<file path="src/rtl/bmp_pkg.sv">
// bmp_pkg: shared BMP constants, header field offsets, FSM state type and header ROM function.
package bmp_pkg;
    localparam int unsigned BMP_HEADER_SIZE = 54;
    localparam int unsigned BMP_DIB_SIZE    = 40;
    localparam int unsigned BMP_BPP         = 24;
    localparam int unsigned BMP_PPM         = 2835;

    localparam int unsigned OFF_FILE_SIZE   = 2;
    localparam int unsigned OFF_RESERVED    = 6;
    localparam int unsigned OFF_DATA_OFS    = 10;
    localparam int unsigned OFF_DIB_SIZE    = 14;
    localparam int unsigned OFF_WIDTH       = 18;
    localparam int unsigned OFF_HEIGHT      = 22;
    localparam int unsigned OFF_PLANES      = 26;
    localparam int unsigned OFF_COMPRESSION = 30;
    localparam int unsigned OFF_IMAGE_SIZE  = 34;
    localparam int unsigned OFF_XPPM        = 38;
    localparam int unsigned OFF_CLR_USED    = 46;

    typedef enum logic [1:0] {IDLE, HEADER, PIXELS, DONE} state_t;

    function automatic int unsigned bmp_image_bytes(input int unsigned width, input int unsigned height);
        return ((width * 3 + 3) / 4) * 4 * height;
    endfunction

    // Every field starts at 2 mod 4, so planes+bpp form one 32-bit word at OFF_PLANES.
    function automatic logic [7:0] bmp_header_byte(input logic [5:0] idx, input int unsigned width,
                                                   input int unsigned height);
        int unsigned i;
        int unsigned f;
        int unsigned img;
        i   = 32'(idx);
        img = bmp_image_bytes(width, height);
        if (i < OFF_FILE_SIZE) return i == 0 ? 8'h42 : 8'h4D;
        f = i < OFF_RESERVED    ? BMP_HEADER_SIZE + img :
            i < OFF_DATA_OFS    ? 0 :
            i < OFF_DIB_SIZE    ? BMP_HEADER_SIZE :
            i < OFF_WIDTH       ? BMP_DIB_SIZE :
            i < OFF_HEIGHT      ? width :
            i < OFF_PLANES      ? height :
            i < OFF_COMPRESSION ? (BMP_BPP << 16) | 1 :
            i < OFF_IMAGE_SIZE  ? 0 :
            i < OFF_XPPM        ? img :
            i < OFF_CLR_USED    ? BMP_PPM : 0;
        return 8'(f >> (8 * ((i - OFF_FILE_SIZE) % 4)));
    endfunction
endpackage

</file>
<file path="src/rtl/bmp_word_serializer.sv">
// bmp_word_serializer: pops 32-bit words from the source FIFO and emits them byte0-first.
module bmp_word_serializer
    import bmp_pkg::*;
#(
    parameter int unsigned WORDS = 6
) (
    input  logic        clk,
    input  logic        reset,
    input  logic        clr_i,
    input  logic        fifo_empty_i,
    output logic        fifo_rd_en_o,
    input  logic [31:0] fifo_dout_i,
    output logic [7:0]  data_o,
    output logic        valid_o,
    input  logic        ready_i,
    output logic        last_o
);
    localparam int WW = $clog2(WORDS + 1);

    logic [31:0]   buf_q, buf_d;
    logic          bv_q, bv_d, infl_q, infl_d;
    logic [1:0]    lane_q, lane_d;
    logic [WW-1:0] left_q, left_d;
    logic          hs;

    assign hs           = bv_q & ready_i;
    assign fifo_rd_en_o = !clr_i & !fifo_empty_i & !infl_q & (left_q != '0) &
                          (!bv_q | (hs & lane_q == 2'd3));
    assign valid_o      = bv_q;
    assign data_o       = bv_q ? buf_q[{lane_q, 3'b000} +: 8] : 8'd0;
    assign last_o       = bv_q & lane_q == 2'd3 & left_q == '0;

    always_comb begin
        buf_d  = buf_q;
        bv_d   = bv_q;
        lane_d = lane_q;
        infl_d = fifo_rd_en_o;
        left_d = fifo_rd_en_o ? left_q - WW'(1) : left_q;
        if (clr_i) begin
            bv_d   = 1'b0;
            infl_d = 1'b0;
            lane_d = 2'd0;
            left_d = WORDS[WW-1:0];
        end else if (infl_q) begin
            buf_d  = fifo_dout_i;
            bv_d   = 1'b1;
            lane_d = 2'd0;
        end else if (hs) begin
            lane_d = lane_q + 2'd1;
            bv_d   = lane_q != 2'd3;
        end
    end

    always_ff @(posedge clk or negedge reset) begin
        if (!reset) begin
            buf_q  <= '0;
            bv_q   <= 1'b0;
            infl_q <= 1'b0;
            lane_q <= 2'd0;
            left_q <= '0;
        end else begin
            buf_q  <= buf_d;
            bv_q   <= bv_d;
            infl_q <= infl_d;
            lane_q <= lane_d;
            left_q <= left_d;
        end
    end
endmodule

</file>
<file path="src/rtl/bmp_frame_writer.sv">
// bmp_frame_writer: streams a 24-bit BMP file (header + pixel words) as bytes over valid/ready.
// BMP_HEADER_EN defined prepends the 54-byte header; undefined emits the raw pixel stream only.
module bmp_frame_writer
    import bmp_pkg::*;
#(
    parameter int unsigned IMG_WIDTH  = 720,
    parameter int unsigned IMG_HEIGHT = 540
) (
    input  logic        clk,
    input  logic        reset,
    input  logic        start,
    input  logic        fifo_empty,
    output logic        fifo_rd_en,
    input  logic [31:0] fifo_dout,
    output logic [7:0]  out_data,
    output logic        out_valid,
    input  logic        out_ready,
    output logic        out_last,
    output logic        busy,
    output logic        done
);
    localparam int unsigned WORDS = bmp_image_bytes(IMG_WIDTH, IMG_HEIGHT) / 4;

    state_t     state_q;
    logic       busy_q, done_q;
    logic [7:0] ser_data;
    logic       ser_valid, ser_last;

    bmp_word_serializer #(.WORDS(WORDS)) u_ser (
        .clk          (clk),
        .reset        (reset),
        .clr_i        (state_q != PIXELS),
        .fifo_empty_i (fifo_empty),
        .fifo_rd_en_o (fifo_rd_en),
        .fifo_dout_i  (fifo_dout),
        .data_o       (ser_data),
        .valid_o      (ser_valid),
        .ready_i      (out_ready),
        .last_o       (ser_last)
    );

`ifdef BMP_HEADER_EN
    logic [5:0] hdr_idx_q;
    assign out_valid = state_q == HEADER | ser_valid;
    assign out_data  = state_q == HEADER ? bmp_header_byte(hdr_idx_q, IMG_WIDTH, IMG_HEIGHT) : ser_data;
`else
    assign out_valid = ser_valid;
    assign out_data  = ser_data;
`endif
    assign out_last = state_q == PIXELS & ser_last;
    assign busy     = busy_q;
    assign done     = done_q;

    always_ff @(posedge clk or negedge reset) begin
        if (!reset) begin
            state_q   <= IDLE;
            busy_q    <= 1'b0;
            done_q    <= 1'b0;
`ifdef BMP_HEADER_EN
            hdr_idx_q <= '0;
`endif
        end else begin
            done_q <= 1'b0;
            case (state_q)
                IDLE: if (start) begin
                    busy_q    <= 1'b1;
`ifdef BMP_HEADER_EN
                    state_q   <= HEADER;
                    hdr_idx_q <= '0;
`else
                    state_q   <= PIXELS;
`endif
                end
`ifdef BMP_HEADER_EN
                HEADER: if (out_ready) begin
                    hdr_idx_q <= hdr_idx_q + 6'd1;
                    if (hdr_idx_q == 6'(BMP_HEADER_SIZE - 1)) state_q <= PIXELS;
                end
`endif
                PIXELS: if (out_last & out_ready) begin
                    state_q <= DONE;
                    busy_q  <= 1'b0;
                    done_q  <= 1'b1;
                end
                default: state_q <= IDLE;
            endcase
        end
    end
endmodule

</file>
<file path="config.mk">
export PLATFORM = sky130hd
export DESIGN_NAME = bmp_frame_writer
export DESIGN_NICKNAME = d
export VERILOG_FILES = /design/src/rtl/bmp_pkg.sv /design/src/rtl/bmp_word_serializer.sv /design/src/rtl/bmp_frame_writer.sv
export SDC_FILE = /design/constraint.sdc
export NUM_CORES = 1
export LEC_CHECK = 0
export BUFFER_PORTS_ARGS = -buffer_cell sky130_fd_sc_hd__buf_2
export CORE_MARGIN = 4
export CORE_UTILIZATION = 40
export DETAILED_ROUTE_END_ITERATION = 6
export PLACE_DENSITY = 0.64
export SKIP_LAST_GASP = 1
export SLEW_MARGIN = 20
export SYNTH_ARGS = -nofsm -noshare
export SYNTH_HDL_FRONTEND = slang
export SYNTH_SLANG_ARGS = --single-unit
</file>
<file path="constraint.sdc">
create_clock -name clk -period 2.1 [get_ports clk]
set_input_delay 0.105 -clock clk [delete_from_list [all_inputs] [get_ports clk]]
set_output_delay 0.105 -clock clk [all_outputs]
set_load 0.02 [all_outputs]
</file>
==> summary.md, run 1 <==
| Metric | Value |
|---|---|
| Worst setup EP type | `primary output` |
| Vias/cell | `5.06` |
| Antenna violations before repair | `0` |
| FF/Latch Area | `1480 um2` |
| Slew at the pin closest to its max-slew limit | `824 ps` |
| IO Pins | `50` |
| Die Wd | `91.4 um` |
| Fin crit period | `2080 ps` |
| Placed cell area | `3190 um2` |
| First-iteration detailed-routing DRC count | `158` |
| Largest net degree at the start of global routing | `37` |
| Area growth, synth to finish | `34.5%` |
| Ys flop type | `dfrtp_1` |
| Diodes inserted | `0` |
| Slew headroom | `0.451` |
| Antenna Violating Nets Remaining | `0` |
| Mapped Nets | `260` |
| CTS Root Cell | `clkbuf_8` |
| Setup tns final | `0 ps` |
| Clock buffer depth | `2` |
| Clock transition at path regs | `70 ps` |
| HP Class | `primary input to flop` |
| Routed wire length | `5960 um` |
| CP Class | `flop to primary output` |
| Clock Sinks | `59` |
| Leakage power figure | `1.61 nW` |
| RSZ-0062 raised after global routing | `true` |
| Mean post-synth cell area | `12.6 um2` |
| First-pass GRT wire length | `10200 um` |
| Worst Setup SP | `u_ser.left_q[11]` |
| FMAX | `0.480 GHz` |
| R2R Path End | `u_ser.left_q[14]` |
| Initial Util | `0.410` |
| Reg-to-reg setup timing slack | `170 ps` |
| Arrival @ worst endpoint | `1980 ps` |
| # Max-Cap Violations | `0` |
| # rows | `30` |
| Worst-path cell with the longest stage delay | `dfrtp_1` |
| Core area | `6790 um2` |
| Final setup viols | `0` |
| Die Y | `91.4 um` |
| Sequential area share after synthesis | `0.530` |
| Mean routed wirelength per cell | `14.5 um` |
| R2R cell count | `7` |
| Clock Latency Late Sink | `340 ps` |
| First-pass DRT Iterations | `4` |
| Placer Congestion | `0.779` |
| Finished Cell Area | `3750 um2` |
| DP HPWL | `3930 um` |
| Crit Path Max Fanout | `4` |
| Worst vdd ir | `0.842 mV` |
| Yosys warns | `0` |
| Status | `finished clean` |
| FF-to-FF Start | `u_ser.left_q[0]` |
| H-tree levels | `3` |
| Vias | `2085` |
| Max stage delay on crit path | `450 ps` |
| Synth cell types | `43` |
| Multi-input combinational cell area | `1280 um2` |
| Grt ovf | `0` |
| PwrDens | `1310 nW/um2` |
| Final hold viol count | `0` |
| FILL cells | `582` |
| Clock Skews | `9.40 ps` |
| Req. time, crit path | `2000 ps` |
| TritonCTS clock tree | `yes` |
| Total Die Area | `8360 um2` |
| Final hold slack | `6.24 ps` |
| Final worst-path cycle share | `0.992` |
| CTS Buf Count | `9` |
| Crit path to | `out_last` |
| CP startpoint kind | `flop` |
| Share of cells above drive strength 1 | `0.399` |
| Worst path cell trace | `nor4_4, and4_1, nand4_1, nor2_1, buf_2` |
| Overall global routing resource usage | `0.153` |
| Port bufs | `49` |
| Post-synthesis async set-or-reset flop share | `1.00` |
| Vias in the first global route | `2078` |
| # nets final | `350` |
| DRC | `0` |
| Synthesized instance count | `221` |
| Cell Area, Synth | `2790 um2` |
| Hold depth | `2` |
| Placed Cells | `365` |
| Final cell count without fillers | `412` |
| Post-synth EDFFs | `0` |
| Max-slew violations | `0` |
| #FFs+latches synth | `59` |
## critical path, delay by kind of cell, from the launching register on
kind	cells	cell delay [ps]
flops	1	450
buf+inv	1	190
simple gates	4	1000
## metrics by stage
stage / setup WS (ps) / util / total power, W
final: 17.6 / 0.551 / 0.00492
after global routing: -96.2 / 0.551 / 0.00525
after CTS: 9.35 / 0.543 / 0.00493
after detailed placement: 37.6 / 0.469 / 0.00367
after global placement: 116 / 0.469 / 0.00363
after floorplan: 304 / - / 0.00317
## repair_timing
action                                  CTS  global route
gates resized for setup                   2             2
pin swaps                                 0             2
buffers inserted                          0             3
endpoints found under the setup margin    2             5
hold buffers                             26             2
hold endpoints to repair                 60             2
## cell type report
cell class	instances	share of cell area
sequential	59	0.394
multi-input combinational	147	0.341
timing repair buffer	88	0.166
clock buffer	12	0.0414
tap	96	0.0321
clock inverter	4	0.0194
inverter	6	0.00601
## per-layer routing
metal / routed length, um / vias up / global-route usage
met5: 0 / - / 0
met2: 2910 / 55 / 0.244
met3: 286 / 8 / 0.0431
met4: 77 / 0 / 0.0528
met1: 2690 / 1028 / 0.199
li1: - / 994 / -
## sequential cells by signal, summed over array words and instances, names as in the netlist
| name | cells |
|---|---|
| u_ser.infl_q | 1 |
| u_ser.left_q | 19 |
| u_ser.buf_q | 32 |
| u_ser.lane_q | 2 |
| state_q | 2 |
| u_ser.valid_o | 1 |
| busy | 1 |
| done | 1 |
## synth_stat cells, types with 5 or more instances
library cell | count | share of area
mux2_2 | 32 | 0.13
nand3_1 | 5 | 0.0090
nand2_1 | 11 | 0.015
or3_1 | 5 | 0.011
nor2_1 | 14 | 0.019
and2_1 | 10 | 0.022
xnor2_1 | 6 | 0.019
mux4_2 | 8 | 0.065
o21ai_0 | 5 | 0.0090
dfrtp_1 | 59 | 0.53
inv_1 | 5 | 0.0067
## cell usage in the layout (no fill, tap or decap), drive strengths merged, types with 2 or more instances in the layout
cell type / n
xnor2: 6
o21ai: 7
nand3: 5
dfrtp: 59
a211oi: 3
nor2: 14
ha: 2
or2: 2
clkbuf: 12
o31ai: 3
mux2i: 2
a21oi: 4
inv: 6
buf: 60
and2: 10
nor3: 4
nand2: 11
or3: 5
bufinv: 2
mux4: 8
nand4: 4
or4: 3
mux2: 32
o211ai: 4
a211o: 2
nor4: 6
dlygate4sd3: 28
## report_power, final
part	leakage (nW)	internal, W	switching (W)
combinational	0.805	0.00101	0.000820
clock	0.113	0.000732	0.000458
sequential	0.696	0.00158	0.000317
## worst min-delay path by stage
stage / start / to / slack [ps]
floorplan: reset / busy / -190
global placement: reset / u_ser.left_q[11] / 250
detailed placement: reset / u_ser.left_q[11] / 260
CTS: fifo_dout[21] / u_ser.buf_q[21] / 0.4
global route: fifo_dout[9] / u_ser.buf_q[9] / 5
finish: fifo_dout[20] / u_ser.buf_q[20] / 6
## cell families (layout without fill, tap and decap cells)
logic type | count (synthesis) | after routing | share of synthesized area
xor gates and xnor gates | 7 | 7 | 0.0220
buffers and inverters | 15 | 110 | 0.0211
muxes | 42 | 42 | 0.201
and+or+nand+nor | 70 | 70 | 0.148
AOI/OAI and AO/OA | 26 | 26 | 0.0683
DFF | 59 | 59 | 0.530
adders and majority gates | 2 | 2 | 0.00898
No activity file was read; power rests on OpenSTA's default activity.
==> run 2, diff against run 1 <==
--- a/config.mk
+++ b/config.mk
@@ -10,6 +10,7 @@
 export CORE_UTILIZATION = 40
 export DETAILED_ROUTE_END_ITERATION = 6
 export PLACE_DENSITY = 0.64
+export REMOVE_ABC_BUFFERS = 1
 export SKIP_LAST_GASP = 1
 export SLEW_MARGIN = 20
 export SYNTH_ARGS = -nofsm -noshare
==> run 2 against run 1 <==
Compared with the run above:
- non-clock buffer count grew 4
- first-iteration DRC count shrank 66%
- critical endpoint unchanged
- clock power shrank 24%
- setup slack gained 63 ps
- largest power group unchanged
==> summary.md, run 2 (synthesis results as in run 1) <==
| Metric | Value |
|---|---|
| Status | `finished clean` |
| Clock Latency Late Sink | `340 ps` |
| HP Class | `primary input to flop` |
| Vias/cell | `5.03` |
| Largest net degree at the start of global routing | `33` |
| Max reg flops | `32` |
| Slew at the pin closest to its max-slew limit | `556 ps` |
| # rows | `30` |
| Grt ovf | `0` |
| Slew headroom | `0.629` |
| Final worst-path cycle share | `0.962` |
| CP startpoint kind | `flop` |
| DRC | `0` |
| Final hold viol count | `0` |
| Final setup viols | `0` |
| Port bufs | `49` |
| Worst vdd ir | `0.763 mV` |
| IO Pins | `50` |
| CTS Buf Count | `9` |
| First-pass GRT wire length | `10200 um` |
| Antenna Violating Nets Remaining | `0` |
| Vias | `2086` |
| First-pass DRT Iterations | `4` |
| H-tree levels | `3` |
| Clock Skews | `14.3 ps` |
| Most common cell after layout, fill and taps aside | `dfrtp_1` |
| Largest regs | `u_ser.buf_q x32, u_ser.left_q x19` |
| TritonCTS clock tree | `yes` |
| Max-slew violations | `0` |
| DP HPWL | `3920 um` |
| Worst setup EP type | `primary output` |
| Crit path to | `out_last` |
| Leading cell types in the layout, fill and taps excluded | `dfrtp_1, buf_2, mux2_2, dlygate4sd3_1, nor2_1` |
| Worst Setup SP | `u_ser.left_q[11]` |
| Vias in the first global route | `2190` |
| R2R cell count | `8` |
| Largest reg by FF count | `u_ser.buf_q` |
| Mean routed wirelength per cell | `14.4 um` |
| Total power | `0.00465 W` |
| Arrival @ worst endpoint | `1910 ps` |
| Die Y | `91.4 um` |
| Clock transition at path regs | `60 ps` |
| Placed Cells | `367` |
| Leakage power figure | `1.60 nW` |
| FMAX | `0.495 GHz` |
| Diodes inserted | `0` |
| Antenna violations before repair | `0` |
| FF-to-FF Start | `u_ser.left_q[0]` |
| CTS Root Cell | `clkbuf_8` |
| Share of cells above drive strength 1 | `0.395` |
| Reg-to-reg setup timing slack | `160 ps` |
| First-iteration detailed-routing DRC count | `53` |
| PwrDens | `1260 nW/um2` |
| Clock buffer depth | `2` |
| FILL cells | `583` |
| Area growth, synth to finish | `32.9%` |
| Fin crit period | `2020 ps` |
| Final hold slack | `3.84 ps` |
| Crit Path Max Fanout | `4` |
| Initial Util | `0.410` |
| Core area | `6790 um2` |
| Final cell count without fillers | `415` |
| # Max-Cap Violations | `0` |
| Die Wd | `91.4 um` |
| Clock Sinks | `59` |
| Overall global routing resource usage | `0.154` |
| R2R Path End | `u_ser.left_q[17]` |
| Total Die Area | `8360 um2` |
| Req. time, crit path | `2000 ps` |
| Routed wire length | `5960 um` |
| Placer Congestion | `0.824` |
| # nets final | `354` |
| CP Class | `flop to primary output` |
[run 2: cell count changes in the layout (fill, tap and decap cells not counted), sizes merged]
cell / delta
dlygate4sd3: +4
bufinv: -2
clkbuf: -2
clkinv: +2
clkinvlp: +1
[run 2: metal layers]
metal / vias up / part of all wire / track usage / wire, um
met5: - / 0 / 0 / 0
met4: 0 / 0.021 / 0.0766 / 124
met3: 10 / 0.053 / 0.0389 / 317
met2: 52 / 0.46 / 0.242 / 2770
met1: 1023 / 0.46 / 0.197 / 2750
li1: 1001 / - / - / -
[run 2: layout make-up]
class / count / area [um2] / share of cell area
Tap cell: 96 / 120 / 0.0325
Inverter: 6 / 22.5 / 0.00609
Timing Repair Buffer: 92 / 648 / 0.175
Clock inverter: 5 / 30.0 / 0.00811
Clock buffer: 10 / 138 / 0.0372
Sequential cell: 59 / 1480 / 0.399
Multi-Input combinational cell: 147 / 1270 / 0.342
[run 2: worst min path at each step]
stage	slack [ps]	endpoint	depth (start not counted)	start
6_report	4	u_ser.buf_q[3]	2	fifo_dout[3]
5_1_grt	10	u_ser.buf_q[3]	2	fifo_dout[3]
4_1_cts	5	u_ser.buf_q[5]	2	fifo_dout[5]
3_5_place_dp	140	u_ser.left_q[13]	1	reset
3_3_place_gp	140	u_ser.left_q[13]	1	reset
2_1_floorplan	-190	busy	0	reset
[run 2: metrics by stage]
stage	instance area [um2]	TNS, ps	utilization	setup slack, ps
after global placement	3190	0	0.469	240
after CTS	3680	0	0.542	6.97
final	3700	0	0.545	80.8
after detailed placement	3190	0	0.469	190
after global routing	3700	-1.80	0.545	-1.80
after floorplan	2750	-4210	-	-132
[run 2: worst max-delay path: stages, from the launching register on]
cell     delay [ps]
dfrtp_1         420
nor4_2          380
and4_1          280
nand4_1         160
nor2_1          160
buf_2           190
[run 2: repair_timing]
item | CTS | global route
hold endpoints to repair | 54 | 0
resized for setup | 1 | 2
setup buffers | 0 | 1
hold buffers | 32 | 0
pin swaps | 1 | 1
setup endpoints to repair | 1 | 1
[run 2: where the power goes]
group          switching, W  internal (W)  total [W]
registers          0.000309       0.00158    0.00189
logic              0.000835       0.00102    0.00185
clock network      0.000455      0.000446   0.000902
==> run 3, diff against run 2 <==
--- a/config.mk
+++ b/config.mk
@@ -5,11 +5,12 @@
 export SDC_FILE = /design/constraint.sdc
 export NUM_CORES = 1
 export LEC_CHECK = 0
+export ABC_AREA = 1
 export BUFFER_PORTS_ARGS = -buffer_cell sky130_fd_sc_hd__buf_2
 export CORE_MARGIN = 4
 export CORE_UTILIZATION = 40
 export DETAILED_ROUTE_END_ITERATION = 6
-export PLACE_DENSITY = 0.64
+export PLACE_DENSITY = 0.66
 export REMOVE_ABC_BUFFERS = 1
 export SKIP_LAST_GASP = 1
 export SLEW_MARGIN = 20
==> constraint.sdc (replaced) <==
create_clock -name clk -period 1.85 [get_ports clk]
set_input_delay 0.0925 -clock clk [delete_from_list [all_inputs] [get_ports clk]]
set_output_delay 0.0925 -clock clk [all_outputs]
set_load 0.02 [all_outputs]
==> run 3 against run 2 <==
Compared with the run above:
- design area grew 7.7%
- register-to-register slack hardly changed
- count of clock-buffer cells in the layout did not move
- combinational power rose by 65%
- routed wire length rose by 24%
- clock power rose by 12%
- via count is 25% higher
- synthesized area is 8.5% higher
- cell count increased by 29%
- critical path type unchanged
- largest cell class unchanged
==> summary.md, run 3 <==
| Metric | Value |
|---|---|
| Status | `finished clean` |
| DRC | `0` |
| Max-slew violations | `0` |
| Overall global routing resource usage | `0.179` |
| IO Pins | `50` |
| Final setup viols | `0` |
| Slew headroom | `0.708` |
| FMAX | `0.562 GHz` |
| Largest reg by FF count | `u_ser.buf_q` |
| HP Start | `fifo_dout[13]` |
| First-pass GRT wire length | `12400 um` |
| First-pass DRT Iterations | `4` |
| CTS Root Cell | `clkbuf_8` |
| Placed cell area | `3420 um2` |
| Die Y | `94.9 um` |
| Area growth, synth to finish | `31.9%` |
| Seq pwr share | `0.358` |
| Reg-to-reg setup timing slack | `170 ps` |
| Mean routed wirelength per cell | `13.9 um` |
| Total Die Area | `9010 um2` |
| Max reg flops | `32` |
| Total power | `0.00633 W` |
| Main area contributors after synthesis | `dfrtp_1, mux2_2, nor2_1` |
| Most frequent cell after synthesis | `nor2_1` |
| Worst vdd ir | `0.630 mV` |
| Largest regs | `u_ser.buf_q x32, u_ser.left_q x19` |
| Antenna violations before repair | `0` |
| HP Class | `primary input to flop` |
| Hold depth | `3` |
| Core area | `7290 um2` |
| Clock transition at path regs | `70 ps` |
| FF-to-FF Start | `u_ser.left_q[3]` |
| DP HPWL | `4810 um` |
| Crit Path Max Fanout | `8` |
| Grt ovf | `0` |
| Vias/cell | `4.88` |
| Leading cell types in the layout, fill and taps excluded | `nor2_1, nand2_1, dfrtp_1, buf_2` |
| Clock share of power | `0.159` |
| Clock Latency Late Sink | `340 ps` |
| Placer Congestion | `0.923` |
| Worst setup EP type | `primary output` |
| CP startpoint kind | `flop` |
| R2R Path End | `u_ser.left_q[10]` |
| Setup tns final | `0 ps` |
| PwrDens | `1590 nW/um2` |
| # rows | `31` |
| CP Class | `flop to primary output` |
| Placed Cells | `485` |
| Synthesized instance count | `339` |
| Yosys top cell area share | `0.488` |
| Switching power share of the total | `0.421` |
| Yosys warns | `0` |
| Routed wire length | `7420 um` |
| Min-Delay Endpoint | `u_ser.buf_q[13]` |
| Comb pwr share | `0.483` |
| # Max-Cap Violations | `0` |
| H-tree levels | `3` |
| Synth cell count leaders | `nor2_1, dfrtp_1, nand2_1` |
| Antenna Violating Nets Remaining | `0` |
| Mean post-synth cell area | `8.92 um2` |
| Cell Int Power | `0.00366 W` |
| Post-synth EDFFs | `0` |
| Ys flop type | `dfrtp_1` |
| Initial Util | `0.415` |
| Most common cell after layout, fill and taps aside | `nor2_1` |
| Share of cells above drive strength 1 | `0.326` |
| Final cell count without fillers | `535` |
| Area leader, netlist | `dfrtp_1` |
| # nets final | `471` |
| Clock buffer depth | `2` |
| Final hold viol count | `0` |
| Leakage power figure | `1.91 nW` |
| Largest net degree at the start of global routing | `43` |
| Final worst-path cycle share | `0.962` |
| Net switching power figure | `0.00267 W` |
| R2R cell count | `9` |
| Vias | `2612` |
| TritonCTS clock tree | `yes` |
| Sequential area share after synthesis | `0.488` |
| Arrival @ worst endpoint | `1690 ps` |
| Post-synthesis async set-or-reset flop share | `1.00` |
| CTS Buf Count | `9` |
| Diodes inserted | `0` |
| Cell Area, Synth | `3020 um2` |
| Clock Skews | `7.13 ps` |
| First-iteration detailed-routing DRC count | `100` |
| Slew at the pin closest to its max-slew limit | `438 ps` |
| #FFs+latches synth | `59` |
| Synth cell types | `28` |
| Clock Sinks | `59` |
| Fin crit period | `1780 ps` |
| Finished Cell Area | `3990 um2` |
| RSZ-0062 raised after global routing | `true` |
| Port bufs | `49` |
| Die Wd | `94.9 um` |
| Req. time, crit path | `1760 ps` |
| Vias in the first global route | `2686` |
## run 3: cell count changes after synthesis, sizes merged, moves of 6 or more
cell	previous run	this run
a21oi	4	15
inv	6	28
nand2	11	64
nor2	14	67
xnor2	6	0
nor4	6	0
mux4	8	0
xor2	1	7
and2	10	0
nand3	5	16
o21ai	7	28
## run 3: what timing repair did
| action | CTS | global route |
|---|---|---|
| gates resized for setup | 1 | 20 |
| endpoints found under the setup margin | 1 | 8 |
| pin swaps | 0 | 3 |
| buffers inserted | 0 | 5 |
| endpoints found under the hold margin | 46 | 0 |
| hold buffers | 30 | 0 |
## run 3: kinds of logic after synthesis
group / after synthesis / synth area share
buf+inv: 37 / 0.0513
xor+xnor: 7 / 0.0203
flops: 59 / 0.488
compound gates: 47 / 0.0927
fa+ha+maj: 2 / 0.00828
mux: 30 / 0.112
simple gates: 157 / 0.227
## run 3: stage by stage
step | hold slack [ps] | worst slack, ps | util
floorplan | -203 | 193 | -
global placement | 59.4 | 247 | 0.469
detailed placement | 61.2 | 187 | 0.469
CTS | 6.81 | 9.36 | 0.533
global route | 0.680 | -21.7 | 0.547
finish | 15.7 | 69.9 | 0.547
## run 3: critical path, cell delays in order, from the launching register on
cell     delay, ps
dfrtp_1        470
nor2_4         170
nand2_2        100
nor2_4         140
nand3_4        110
nand2_4        130
inv_4           70
buf_2          160
## run 3: how the worst max path moves through the flow
| stage | slack [ps] | endpoint | start |
|---|---|---|---|
| finish | 70 | fifo_rd_en | u_ser.left_q[3] |
| global route | -20 | fifo_rd_en | u_ser.left_q[11] |
| CTS | 9 | fifo_rd_en | u_ser.left_q[1] |
| detailed placement | 190 | u_ser.left_q[8] | state_q[0] |
| global placement | 250 | u_ser.left_q[10] | state_q[0] |
| floorplan | 190 | u_ser.left_q[4] | u_ser.left_q[0] |
## run 3: area by class of cell
| type | count | area (um2) |
|---|---|---|
| Sequential cell | 59 | 1480 |
| Clock inverter | 5 | 30.0 |
| Clock buffer | 10 | 138 |
| Inverter | 28 | 115 |
| Fill cell | 663 | 3310 |
| Tap cell | 99 | 124 |
| Timing Repair Buffer | 91 | 671 |
| Multi-Input combinational cell | 243 | 1430 |
## run 3: metal layers
layer  track usage  vias up  share of wire
met3        0.0470       12          0.052
li1              -     1292              -
met1         0.217     1239           0.45
met4        0.0673        0          0.015
met2         0.307       69           0.48
met5             0        -              0
## run 3: power by group through the flow
stage	Clock (W)	Combinational (W)	Sequential (W)
2_1_floorplan	0	0.00207	0.00219
3_3_place_gp	0	0.00279	0.00221
3_5_place_dp	0	0.00283	0.00223
4_1_cts	0.00104	0.00290	0.00221
5_1_grt	0.00111	0.00345	0.00233
6_report	0.00101	0.00306	0.00227
